--- config.mk ---
export PLATFORM = sky130hd
export DESIGN_NAME = lcd_msg_arbiter
export DESIGN_NICKNAME = d
export VERILOG_FILES = /design/src/rtl/lcd_pkg.sv /design/src/rtl/rr_arbiter.sv /design/src/rtl/lcd_msg_arbiter.sv
export SDC_FILE = /design/constraint.sdc
export NUM_CORES = 1
export LEC_CHECK = 0
export CAP_MARGIN = 30
export CORE_AREA = 2 2 400 402
export CTS_BUF_LIST = sky130_fd_sc_hd__clkbuf_2
export DETAILED_ROUTE_END_ITERATION = 10
export DIE_AREA = 0 0 402 404
export SLEW_MARGIN = 10
export SYNTH_ARGS = -nofsm -noshare
export SYNTH_HDL_FRONTEND = slang
export SYNTH_HIERARCHICAL = 1
export SYNTH_SLANG_ARGS = --single-unit
--- constraint.sdc ---
create_clock -name clk -period 3.7 [get_ports clk]
set_clock_uncertainty 0.2 [all_clocks]
set_input_delay 0.74 -clock clk [delete_from_list [all_inputs] [get_ports clk]]
set_output_delay 0.74 -clock clk [all_outputs]
set_load 0.05 [all_outputs]
--- src/rtl/lcd_pkg.sv ---
// Shared types and constants for the LCD message arbiter.
package lcd_pkg;

    localparam int LCD_CHARS = 32;
    localparam logic [7:0] CHAR_SPACE = 8'h20;

    typedef logic [7:0] char_t;
    typedef char_t [LCD_CHARS-1:0] frame_t;

    typedef enum logic [1:0] {
        IDLE   = 2'd0,
        UPDATE = 2'd1,
        WAIT   = 2'd2,
        HOLD   = 2'd3
    } state_t;

    // Convert a one-hot vector (up to 8 bits) into its bit index; zero input yields 0.
    function automatic logic [2:0] onehot_to_idx(input logic [7:0] oh);
        logic [2:0] idx;
        idx = 3'd0;
        for (int i = 0; i < 8; i++) begin
            idx = idx | (oh[i] ? 3'(i) : 3'd0);
        end
        return idx;
    endfunction

endpackage

--- src/rtl/rr_arbiter.sv ---
// Round-robin winner selection: first active request at or above ptr, wrapping to 0.
module rr_arbiter #(
    parameter int N_REQ = 3,
    parameter int PTR_W = 2
) (
    input  logic [N_REQ-1:0] req,
    input  logic [PTR_W-1:0] ptr,
    output logic [N_REQ-1:0] winner
);

    logic [PTR_W:0]   sum_s;
    logic [PTR_W-1:0] idx_s;
    logic             found_s;

    // Walk the requesters starting at ptr and mark the first one that is requesting.
    always_comb begin
        winner  = '0;
        found_s = 1'b0;
        sum_s   = '0;
        idx_s   = '0;
        for (int i = 0; i < N_REQ; i++) begin
            sum_s = {1'b0, ptr} + (PTR_W+1)'(i);
            idx_s = (sum_s >= (PTR_W+1)'(N_REQ)) ? PTR_W'(sum_s - (PTR_W+1)'(N_REQ))
                                                 : PTR_W'(sum_s);
            if (!found_s && req[idx_s]) begin
                winner[idx_s] = 1'b1;
                found_s       = 1'b1;
            end else begin
                found_s = found_s;
            end
        end
    end

endmodule

--- src/rtl/lcd_msg_arbiter.sv ---
// Shares one 2x16 LCD between N_REQ message sources: round-robin grant, latch the
// owner's frame, hand it to the LCD driver, then hold it for HOLD_CYCLES clocks.
module lcd_msg_arbiter
    import lcd_pkg::*;
#(
    parameter int N_REQ       = 3,
    parameter int HOLD_CYCLES = 50_000_000
) (
    input  logic                                clk,
    input  logic                                reset,
    input  logic [N_REQ-1:0]                    req,
    input  logic [N_REQ-1:0][LCD_CHARS-1:0][7:0] msg,
    output logic [N_REQ-1:0]                    grant,
    output logic [N_REQ-1:0]                    done,
    output logic [LCD_CHARS-1:0][7:0]           lcd_ascii,
    output logic                                lcd_update,
    input  logic                                lcd_busy
);

    localparam int PTR_W = $clog2(N_REQ);
    localparam int CNT_W = $clog2(HOLD_CYCLES);
    localparam logic [CNT_W-1:0] CNT_LAST  = CNT_W'(HOLD_CYCLES - 1);
    localparam logic [PTR_W-1:0] PTR_LAST  = PTR_W'(N_REQ - 1);

    state_t           state_r;
    logic [PTR_W-1:0] ptr_r;
    logic [PTR_W-1:0] owner_r;
    logic [CNT_W-1:0] cnt_r;
    logic             wait_skip_r;
    logic [N_REQ-1:0] winner_s;
    logic [PTR_W-1:0] win_idx_s;

    rr_arbiter #(
        .N_REQ (N_REQ),
        .PTR_W (PTR_W)
    ) u_rr (
        .req    (req),
        .ptr    (ptr_r),
        .winner (winner_s)
    );

    assign win_idx_s = PTR_W'(onehot_to_idx(8'(winner_s)));

    // Arbitration FSM; every output is a register updated here.
    always_ff @(posedge clk or negedge reset) begin
        if (!reset) begin
            state_r     <= IDLE;
            ptr_r       <= '0;
            owner_r     <= '0;
            cnt_r       <= '0;
            wait_skip_r <= 1'b0;
            grant       <= '0;
            done        <= '0;
            lcd_update  <= 1'b0;
            lcd_ascii   <= {LCD_CHARS{CHAR_SPACE}};
        end else begin
            lcd_update <= 1'b0;
            done       <= '0;
            case (state_r)
                IDLE: begin
                    if (|req) begin
                        grant     <= winner_s;
                        owner_r   <= win_idx_s;
                        lcd_ascii <= msg[win_idx_s];
                        state_r   <= UPDATE;
                    end else begin
                        grant <= '0;
                    end
                end
                UPDATE: begin
                    if (!lcd_busy) begin
                        lcd_update  <= 1'b1;
                        wait_skip_r <= 1'b1;
                        state_r     <= WAIT;
                    end else begin
                        lcd_update <= 1'b0;
                    end
                end
                WAIT: begin
                    // The driver may take one cycle to raise busy, so ignore it once.
                    if (wait_skip_r) begin
                        wait_skip_r <= 1'b0;
                    end else if (!lcd_busy) begin
                        cnt_r   <= '0;
                        state_r <= HOLD;
                    end else begin
                        state_r <= WAIT;
                    end
                end
                HOLD: begin
                    if (cnt_r == CNT_LAST) begin
                        done    <= grant;
                        grant   <= '0;
                        ptr_r   <= (owner_r == PTR_LAST) ? '0 : owner_r + PTR_W'(1);
                        state_r <= IDLE;
                    end else begin
                        cnt_r <= cnt_r + CNT_W'(1);
                    end
                end
                default: begin
                    grant   <= '0;
                    state_r <= IDLE;
                end
            endcase
        end
    end

endmodule

==> flow_metrics.py <==
metrics = {
    "cts": {
        "cts.htree.levels": 3,
        "ctsRootBufferMaster": "clkbuf_2",
        "cts.clk_slew.worst_paths_ps": 120,
        "cts.path.max_buffers": 3,
        "cts_made_buffers": 92,
        "tritoncts": "done",
        "clock-sinks": 296,
        "clkLatencyLatePin_ps": 1290,
    },
    "layout": {
        "areaGrowthSynthToFinish_pct": 129.9,
        "nets": 4574,
        "final_cells": 6002,
        "drive_gt1_share_pct": 9.020,
    },
    "synth": {
        "syn_avg_cell_area_um2": 8.464,
        "synth.largest_area_cell": "dfrtp_1",
        "synth_edf_count": 0,
        "synth-seq-cells": 296,
        "yosys_warnings": 6,
        "synth_top_area_share_pct": 39.54,
        "synth_nets": 2758,
        "yosysSeqAreaShare_pct": 44.57,
        "syn_inst": 1974,
        "synth_common_cells": "294 x nand2_1, 271 x o21ai_0, 267 x nor2_1",
        "synthesis.area_mm2": 0.01671,
        "ys.flop_type": "dfrtp_1",
        "yosysMostFrequentCell": "nand2_1",
        "synthTopCellsByArea": "dfrtp_1 40%, mux2i_1 16%, o21ai_0 8.1%",
        "synthArstFlopShare_pct": 100.0,
        "ys_types": 59,
    },
    "drt": {
        "wl_met2_um": 65740,
        "drc": 0,
        "drt_iter0_drc": 2510,
        "wl_met3_um": 16620,
        "via_count": 24300,
        "wl_um": 149600,
        "ant_nets": 0,
        "highest_layer": "met5",
        "viasPerCell": 4.048,
        "drt-met1-wl_um": 59150,
        "wl_per_cell_um": 24.92,
        "dr.pass1.iters": 6,
    },
    "die": {
        "pin_count": 1037,
        "num_rows": 146,
        "core_region_area_mm2": 0.1578,
        "fp.dieArea_mm2": 0.1624,
        "die_h_um": 404,
        "start_util_pct": 10.59,
        "die_w_um": 402,
    },
    "place": {
        "port_buffers": 1036,
        "dp_cells": 5049,
        "hpwl_um": 117100,
        "dp_slack_ps": -54.60,
        "place_congestion": 0.9830,
    },
    "sta": {
        "tightest_slew_ps": 937.5,
        "holdWs_ps": 261.4,
        "tns_ps": 0,
        "min_period_ps": 3694,
        "max_freq_mhz": 270.7,
        "finalCritPeriodShare_pct": 99.85,
        "hold_viol_final": 0,
        "drv_slew": 0,
        "slew_headroom_pct": 37.75,
        "worst_slack_ps": 5.523,
        "setup_viol": 0,
    },
    "critical_path": {
        "crit_required_ps": 4650,
        "cp_top_family": "compound AO/OA/AOI/OAI gates",
        "worst_path_max_delay_cell": "dlygate4sd3_1",
        "slowest_delay_ps": 590,
        "path_class": "reg2reg",
        "arrival_ps": 4650,
        "worstSetupEndpointType": "flop",
        "crit_path_cell_trace": "inv_1, ha_2, a22oi_1, o22ai_2, o31ai_2, a22o_4, buf_4, buf_16, mux2i_1, dlygate4sd3_1, nor2_1, a21oi_1, o21ai_0",
        "critPathLaunchType": "flop",
        "crit_fanout": 27,
        "cp_num_buf_inv": 4,
    },
    "power_and_ir_drop": {
        "max-vdd-ir-drop_mv": 0.4895,
        "powerDensity_mw_per_mm2": 564.8,
        "power_leakage_nw": 15.70,
    },
    "flow_run": {
        "maxCapViolations": 0,
    },
    "hold_path": {
        "hold_class": "in2reg",
    },
    "status": {
        "status": "finished clean",
    },
    "grt": {
        "overflow": 0,
        "grt_pass1_wl_um": 197500,
        "grt.total_usage_pct": 17.46,
        "antenna_found_initial": 152,
        "grt_pass1_vias": 24400,
        "grt_max_degree": 60,
    },
}
[cells in the final DEF, fill, tap and decap left out, types with 28 or more instances in the layout]
cell,Yosys,routed
clkdlybuf4s50_1,0,853
dlygate4sd3_1,0,712
nand2_1,294,294
o21ai_0,271,271
nor2_1,267,266
a21oi_1,265,265
dfrtp_1,264,262
mux2i_1,260,259
dlygate4sd2_1,0,172
clkbuf_2,1,133
buf_4,0,104
diode_2,0,61
dfstp_2,32,32
buf_12,0,28
[worst register-to-register path, cell delays in order, from the launching register on]
cell and delay (ps):
dfrtp_2 470, inv_1 110, ha_2 320, a22oi_1 240, o22ai_2 150, o31ai_2 260
a22o_4 230, buf_4 150, buf_16 210, mux2i_1 290, dlygate4sd3_1 590, nor2_1 50
a21oi_1 180, o21ai_0 100
[per-stage QoR]
stage | util [%] | cell area, um^2 | total power, W
4_1_cts | 24.14 | 38110 | 0.02178
6_report | 24.34 | 38410 | 0.02170
3_5_place_dp | 19.21 | 30310 | 0.01868
2_1_floorplan | - | 16710 | 0.01283
3_3_place_gp | 19.21 | 30310 | 0.01858
5_1_grt | 24.30 | 38350 | 0.02287
[cell families (layout without fill, tap and decap cells)]
| group | count (synthesis) | in the layout | synth area share [%] |
|---|---|---|---|
| flip-flops | 296 | 296 | 44.57 |
| AND/OR/NAND/NOR | 642 | 642 | 15.94 |
| multiplexers | 261 | 261 | 15.64 |
| adder cells (fa/ha/maj) | 10 | 10 | 0.7489 |
| buffers and inverters | 176 | 2071 | 4.493 |
| AO/OA/AOI/OAI | 589 | 589 | 18.60 |
| other | 0 | 61 | 0 |
[area by class of cell]
type                            instances  area [um^2]
Antenna cell                           61        152.6
Clock buffer                          133        665.6
Clock inverter                         40        185.2
Fill cell                           16920       119400
Inverter                               17        63.81
Multi-Input combinational cell       1502         8581
Sequential cell                       296         7450
Tap cell                             2072         2592
Timing Repair Buffer                 1881        18720
[power by group]
part | internal (W) | total [W] | switching, W
clock network | 0.00100 | 0.00279 | 0.00179
logic | 0.00412 | 0.0131 | 0.00898
registers | 0.00478 | 0.00581 | 0.00103
total | 0.00990 | 0.0217 | 0.0118
[metal layers]
| layer | track usage (%) | vias up |
|---|---|---|
| met5 | 0 | - |
| met4 | 8.000 | 60 |
| met3 | 7.307 | 511 |
| met2 | 26.86 | 1638 |
| met1 | 21.06 | 11490 |
| li1 | - | 10600 |
[final timing paths]
check                                     from             end  slack [ps]  depth (start not counted)
min in group asynchronous                reset   lcd_ascii[37]         600                          3
worst min-delay path                  msg[642]  lcd_ascii[130]         260                          5
max in group asynchronous                reset  lcd_ascii[120]        2150                          4
worst max register to register        ptr_r[0]   lcd_ascii[85]           6                         13
worst min register to register  lcd_ascii[243]  lcd_ascii[243]         280                          2
worst max-delay path                  ptr_r[0]   lcd_ascii[85]           6                         13
[what timing repair did]
| item | in CTS | in global routing |
|---|---|---|
| gates resized for setup | 187 | 11 |
| pin swaps | 0 | 1 |
| setup buffers | 0 | 4 |
| gates cloned | 0 | 2 |
| endpoints found under the hold margin | 554 | 0 |
| hold buffers | 713 | 0 |
| endpoints found under the setup margin | 178 | 59 |
[registers in the layout (all words and copies together), names as in the netlist]
name	flops
state_r	2
wait_skip_r	1
owner_r	2
ptr_r	2
grant	3
done	3
lcd_ascii	256
cnt_r	26
lcd_update	1
Power figures use the tool's default switching activity.
